**src/rtl/instr_aligner.sv**
```systemverilog
// Halfword realigner between instruction fetch and the RV32C decoder: buffers fetch
// words as halfwords and presents one whole 16- or 32-bit instruction per handshake.
module instr_aligner #(
   parameter logic [31:0] RESET_PC = 32'h1ECE_B000
) (
   input  logic        i_clk,
   input  logic        i_rst,
   input  logic        i_fetch_valid,
   output logic        o_fetch_ready,
   input  logic [31:0] i_fetch_data,
   input  logic [31:0] i_fetch_pc,
   input  logic        i_flush,
   input  logic [31:0] i_flush_pc,
   output logic        o_instr_valid,
   input  logic        i_instr_ready,
   output logic [31:0] o_instr,
   output logic [31:0] o_pc,
   output logic        o_compressed
);

   logic [15:0] q_q [4];
   logic [15:0] q_d [4];
   logic [1:0]  rd_ptr_q, rd_ptr_d;
   logic [2:0]  count_q, count_d;
   logic [31:0] head_pc_q, head_pc_d;
   logic [29:0] exp_pc_q, exp_pc_d;
   logic        skip_low_q, skip_low_d;

   logic [15:0] hw0, hw1;
   logic        compressed, instr_valid, fetch_ready;
   logic        pop, accept, match;
   logic [2:0]  pop_n, push_n;
   logic [1:0]  wr_ptr;

   always_comb begin
      hw0         = q_q[rd_ptr_q];
      hw1         = q_q[rd_ptr_q + 2'd1];
      compressed  = (hw0[1:0] != 2'b11);
      instr_valid = ((count_q != 3'd0) && compressed) || (count_q >= 3'd2);
      fetch_ready = (count_q <= 3'd2);
      pop         = instr_valid && i_instr_ready;
      pop_n       = pop ? (compressed ? 3'd1 : 3'd2) : 3'd0;
      accept      = i_fetch_valid && fetch_ready && !i_flush;
      match       = accept && (i_fetch_pc[31:2] == exp_pc_q);
      push_n      = match ? (skip_low_q ? 3'd1 : 3'd2) : 3'd0;
      // Accepting implies count <= 2, so the write slots never overlap the head being popped.
      wr_ptr      = rd_ptr_q + count_q[1:0];

      q_d        = q_q;
      rd_ptr_d   = rd_ptr_q;
      count_d    = count_q;
      head_pc_d  = head_pc_q;
      exp_pc_d   = exp_pc_q;
      skip_low_d = skip_low_q;

      if (i_flush) begin
         count_d    = 3'd0;
         rd_ptr_d   = 2'd0;
         head_pc_d  = i_flush_pc;
         exp_pc_d   = i_flush_pc[31:2];
         skip_low_d = i_flush_pc[1];
      end else begin
         if (match) begin
            if (skip_low_q) begin
               q_d[wr_ptr] = i_fetch_data[31:16];
            end else begin
               q_d[wr_ptr]         = i_fetch_data[15:0];
               q_d[wr_ptr + 2'd1]  = i_fetch_data[31:16];
            end
            exp_pc_d   = exp_pc_q + 30'd1;
            skip_low_d = 1'b0;
         end
         rd_ptr_d  = rd_ptr_q + pop_n[1:0];
         count_d   = count_q + push_n - pop_n;
         head_pc_d = head_pc_q + {28'd0, pop_n, 1'b0};
      end
   end

   always_ff @(posedge i_clk or posedge i_rst) begin
      if (i_rst) begin
         for (int unsigned i = 0; i < 4; i++) q_q[i] <= '0;
         rd_ptr_q   <= '0;
         count_q    <= '0;
         head_pc_q  <= RESET_PC;
         exp_pc_q   <= RESET_PC[31:2];
         skip_low_q <= RESET_PC[1];
      end else begin
         q_q        <= q_d;
         rd_ptr_q   <= rd_ptr_d;
         count_q    <= count_d;
         head_pc_q  <= head_pc_d;
         exp_pc_q   <= exp_pc_d;
         skip_low_q <= skip_low_d;
      end
   end

   assign o_fetch_ready = fetch_ready;
   assign o_instr_valid = instr_valid;
   assign o_compressed  = compressed;
   assign o_instr       = compressed ? {16'd0, hw0} : {hw1, hw0};
   assign o_pc          = head_pc_q;

endmodule

```
**config.mk**
```make
export PLATFORM = sky130hd
export DESIGN_NAME = instr_aligner
export DESIGN_NICKNAME = d
export VERILOG_FILES = /design/src/rtl/instr_aligner.sv
export SDC_FILE = /design/constraint.sdc
export NUM_CORES = 1
export LEC_CHECK = 0
export CAP_MARGIN = 0
export CORE_UTILIZATION = 54
export DETAILED_ROUTE_END_ITERATION = 7
export GPL_ROUTABILITY_DRIVEN = 0
export PLACE_DENSITY = 0.82
export SYNTH_ARGS = -nofsm -noshare
export SYNTH_HDL_FRONTEND = slang
export SYNTH_SLANG_ARGS = --single-unit
```
**constraint.sdc**
```tcl
create_clock -name i_clk -period 4.9 [get_ports i_clk]
set_clock_uncertainty 0.1 [all_clocks]
set_input_delay 0.735 -clock i_clk [delete_from_list [all_inputs] [get_ports i_clk]]
set_output_delay 0.735 -clock i_clk [all_outputs]
set_load 0.05 [all_outputs]
```
==> impl_summary.log <==
INFO  metric run_status = finished, final reports clean
INFO  metric overflow = 0
INFO  metric nNetsFinal = 1204
INFO  metric die_w = 132 µm
INFO  metric yosys-top-cells-area = sky130_fd_sc_hd__dfrtp_1, sky130_fd_sc_hd__mux4_2, sky130_fd_sc_hd__mux2_2, sky130_fd_sc_hd__dfstp_2, sky130_fd_sc_hd__o21ai_0
INFO  metric ctsRootBufferMaster = sky130_fd_sc_hd__clkbuf_16
INFO  metric yosysMostFrequentCell = sky130_fd_sc_hd__dfrtp_1
INFO  metric cts_buffer_depth = 2
INFO  metric hp-class = reg -> reg
INFO  metric syn_inst = 968
INFO  metric worst-path-max-fanout = 18
INFO  metric grt_start_max_net_pins = 86
INFO  metric synth-main-ff-cell = sky130_fd_sc_hd__dfrtp_1
INFO  metric ctsResizeCount = 0
INFO  metric cts.reportedPaths.clkPinSlew = 60 ps
INFO  metric yosysUniqueCellTypes = 53
INFO  metric syn_to_final_growth = 26.2%
INFO  metric setup_viol = 0
INFO  metric drt_wl_total = 26.5 mm
INFO  metric synth_async_sr_flop_share = 100%
INFO  metric std_cell_rows = 47
INFO  metric drc = 0
INFO  metric drive_above_1_share = 17.7%
INFO  metric count_of_port_buffers_added_during_placement = 165
INFO  metric synth_seq_area_share = 36.5%
INFO  metric critical_path_class = reg -> reg
INFO  metric critical-path-slowest-cell = sky130_fd_sc_hd__mux4_2
INFO  metric ys_seq_elements = 132
INFO  metric finalSetupTns = 0 ps
INFO  metric design.die.area = 17500 µm²
INFO  metric worst_slew_margin_rel = 30.3%
INFO  metric crit_arrival = 4380 ps
INFO  metric slew_at_the_pin_closest_to_its_max_slew_limit = 1050 ps
INFO  metric post_drt_wl_per_cell = 20.1 µm
INFO  metric number_of_antenna_violations_at_the_first_check_in_global_routing = 1
INFO  metric layout.core_utilization = 69.6%
INFO  metric powerDensity = 407 nW/µm²
INFO  metric placed_area = 10900 µm²
INFO  metric io_pins = 168
INFO  metric final_design_area_no_fill = 11500 µm²
INFO  metric core = 16600 µm²
INFO  metric detailed_place_hpwl = 17.8 mm
INFO  metric cts_tree = built
INFO  metric cts.sinks = 132
INFO  metric final_max_slew_viol_count = 0
INFO  metric syn-cell-area = 9140 µm²
INFO  metric unrepaired_setup_endpoints_after_global_routing = false
INFO  metric dieHeight = 132 µm
INFO  metric track_usage = 31.0%
INFO  metric capturing_element_type_of_the_critical_path = register
INFO  metric ctsHtreeMaxLevel = 4
INFO  metric synth_area_leader_cell = sky130_fd_sc_hd__dfrtp_1
INFO  metric max-vdd-ir-drop = 0.431 mV
INFO  metric timing.final.crit_period = 4120 ps
INFO  metric report.final.hold_viol_count = 0
INFO  metric synth.top_cells.by_count = sky130_fd_sc_hd__dfrtp_1, sky130_fd_sc_hd__nand2_1, sky130_fd_sc_hd__o21ai_0, sky130_fd_sc_hd__clkbuf_1, sky130_fd_sc_hd__mux2_2
INFO  metric layout_worst_path_cycle_share = 84.2%
INFO  metric startpoint_type = register
INFO  metric cp_slowest_stage_delay = 800 ps
INFO  metric final_antenna_net_count = 0
INFO  metric yosysWarnings = 0
INFO  metric drt_pre_antenna_iters = 8
INFO  metric achievable-frequency = 242 MHz
INFO  metric cts_inserted_buffers = 17
INFO  metric synth_enable_flop_cells = 0
INFO  metric timing.critical_path.max_delay_family = simple AND/OR/NAND/NOR gates
INFO  metric post_cts_hold_buffer_count = 0
INFO  metric synthesis.nets = 1087
INFO  metric crit_path_cell_trace = mux4_2 -> nand2_1 -> a211o_1 -> and3_1 -> ha_1 -> fa_1 -> nand3_1 -> nor3_1 -> nand4_1 -> or3_1 -> nand3_1
INFO  metric post-place-cells = 1286
INFO  metric post_synth.cell_area_avg = 9.44 µm²
INFO  metric drtIter0Drc = 834
INFO  metric num-fill-cells = 1276
INFO  metric grt_first_pass_wirelength = 42.2 mm
INFO  metric netlist.area_leader.share = 29.6%
INFO  metric initial_utilization = 55.1%
INFO  metric final-instance-count-excl-fill = 1319
INFO  metric crit_top_cell = sky130_fd_sc_hd__nand3_1
INFO  metric clk-insertion-delay-late = 430 ps
INFO  metric post-cts-setup-buffers = 0
INFO  metric cap_viol_max_count = 0
INFO  metric route.detailed.vias_per_inst = 6.20
INFO  metric first_global_vias = 8058
INFO  metric critical_path_buf_inv_count = 0
INFO  metric num_vias = 8182
INFO  metric p_leak = 0.00470 µW
INFO  metric worst_ep_required_time = 5160 ps
## worst paths after layout
path                                       startpoint                        to  slack [ps]  depth (start not counted)
worst max register to register  rd_ptr_q[0]$_DFF_PP0_        o_pc[31]$_DFF_PP0_         780                         11
min in group asynchronous                       i_rst       q_q[27]$_DFFE_PP0P_         680                          2
worst min-delay path              o_pc[0]$_DFFE_PP0P_       o_pc[0]$_DFFE_PP0P_         420                          1
max in group asynchronous                       i_rst  exp_pc_q[16]$_DFFE_PP1P_        3100                          3
worst max-delay path            rd_ptr_q[0]$_DFF_PP0_        o_pc[31]$_DFF_PP0_         780                         11
worst min register to register    o_pc[0]$_DFFE_PP0P_       o_pc[0]$_DFFE_PP0P_         420                          1
## routing by layer
metal  part of all wire, %  wire length [µm]  track usage, %
met5                     0                 0               0
met4                   3.0               797            13.6
met3                   7.4              1970            6.77
met2                    46             12300            47.5
met1                    43             11400            42.5
## cells in the final DEF, fill, tap and decap left out, types with 31 or more instances in the layout
master                            count
sky130_fd_sc_hd__clkdlybuf4s50_1    164
sky130_fd_sc_hd__nand2_1            107
sky130_fd_sc_hd__xor2_1              41
sky130_fd_sc_hd__a21oi_1             31
sky130_fd_sc_hd__o21ai_0             99
sky130_fd_sc_hd__nor2_1              54
sky130_fd_sc_hd__nand3_1             33
sky130_fd_sc_hd__mux4_2              32
sky130_fd_sc_hd__dfrtp_1            105
sky130_fd_sc_hd__mux2_2              59
sky130_fd_sc_hd__a22oi_1             48
## report_power, final
group / total, µW / internal [µW] / switching [µW]
Combinational: 1930 / 726 / 1200
Clock: 1470 / 983 / 490
Sequential: 1290 / 1170 / 121
## layout make-up
type / instances / area [µm²] / share of cell area [%]
clock buffers: 20 / 457 / 3.96
repair buffers: 183 / 1790 / 15.5
diodes: 1 / 2.50 / 0.0217
flip-flops and latches: 132 / 3340 / 28.9
multi-input cells: 730 / 5370 / 46.5
inverters: 21 / 81.3 / 0.705
clock inverters: 12 / 225 / 1.95
well taps: 220 / 275 / 2.39
## sequential cells by signal (all words and copies together), names as in the netlist
| name | flops |
|---|---|
| q_q | 64 |
| o_pc | 32 |
| exp_pc_q | 30 |
| count_q | 3 |
| rd_ptr_q | 2 |
| skip_low_q | 1 |
## per-stage QoR
stage	total power [µW]	hold WS (ps)	setup WS [ps]
final	4690	419	775
after global routing	4930	448	605
after global placement	3120	393	700
after CTS	4680	424	828
after floorplan	2630	392	579
after detailed placement	3180	407	677
## worst reg2reg max path, delay by kind of cell, from the launching register on
kind	cells	cell delay, ps
compound gates	1	170
fa+ha+maj	2	520
flops	1	600
mux	1	810
simple gates	7	1850
## kinds of logic (layout without fill, tap and decap cells)
logic type | after synthesis | after routing | synth area share [%]
buffers and inverters | 106 | 236 | 4.83
xor gates and xnor gates | 72 | 72 | 6.98
and+or+nand+nor | 314 | 314 | 17.0
DFF | 132 | 132 | 36.5
other | 0 | 1 | 0
muxes | 101 | 101 | 16.8
AOI/OAI and AO/OA | 225 | 225 | 15.2
adders and majority gates | 18 | 18 | 2.71
(Power assumes the default switching activity.)
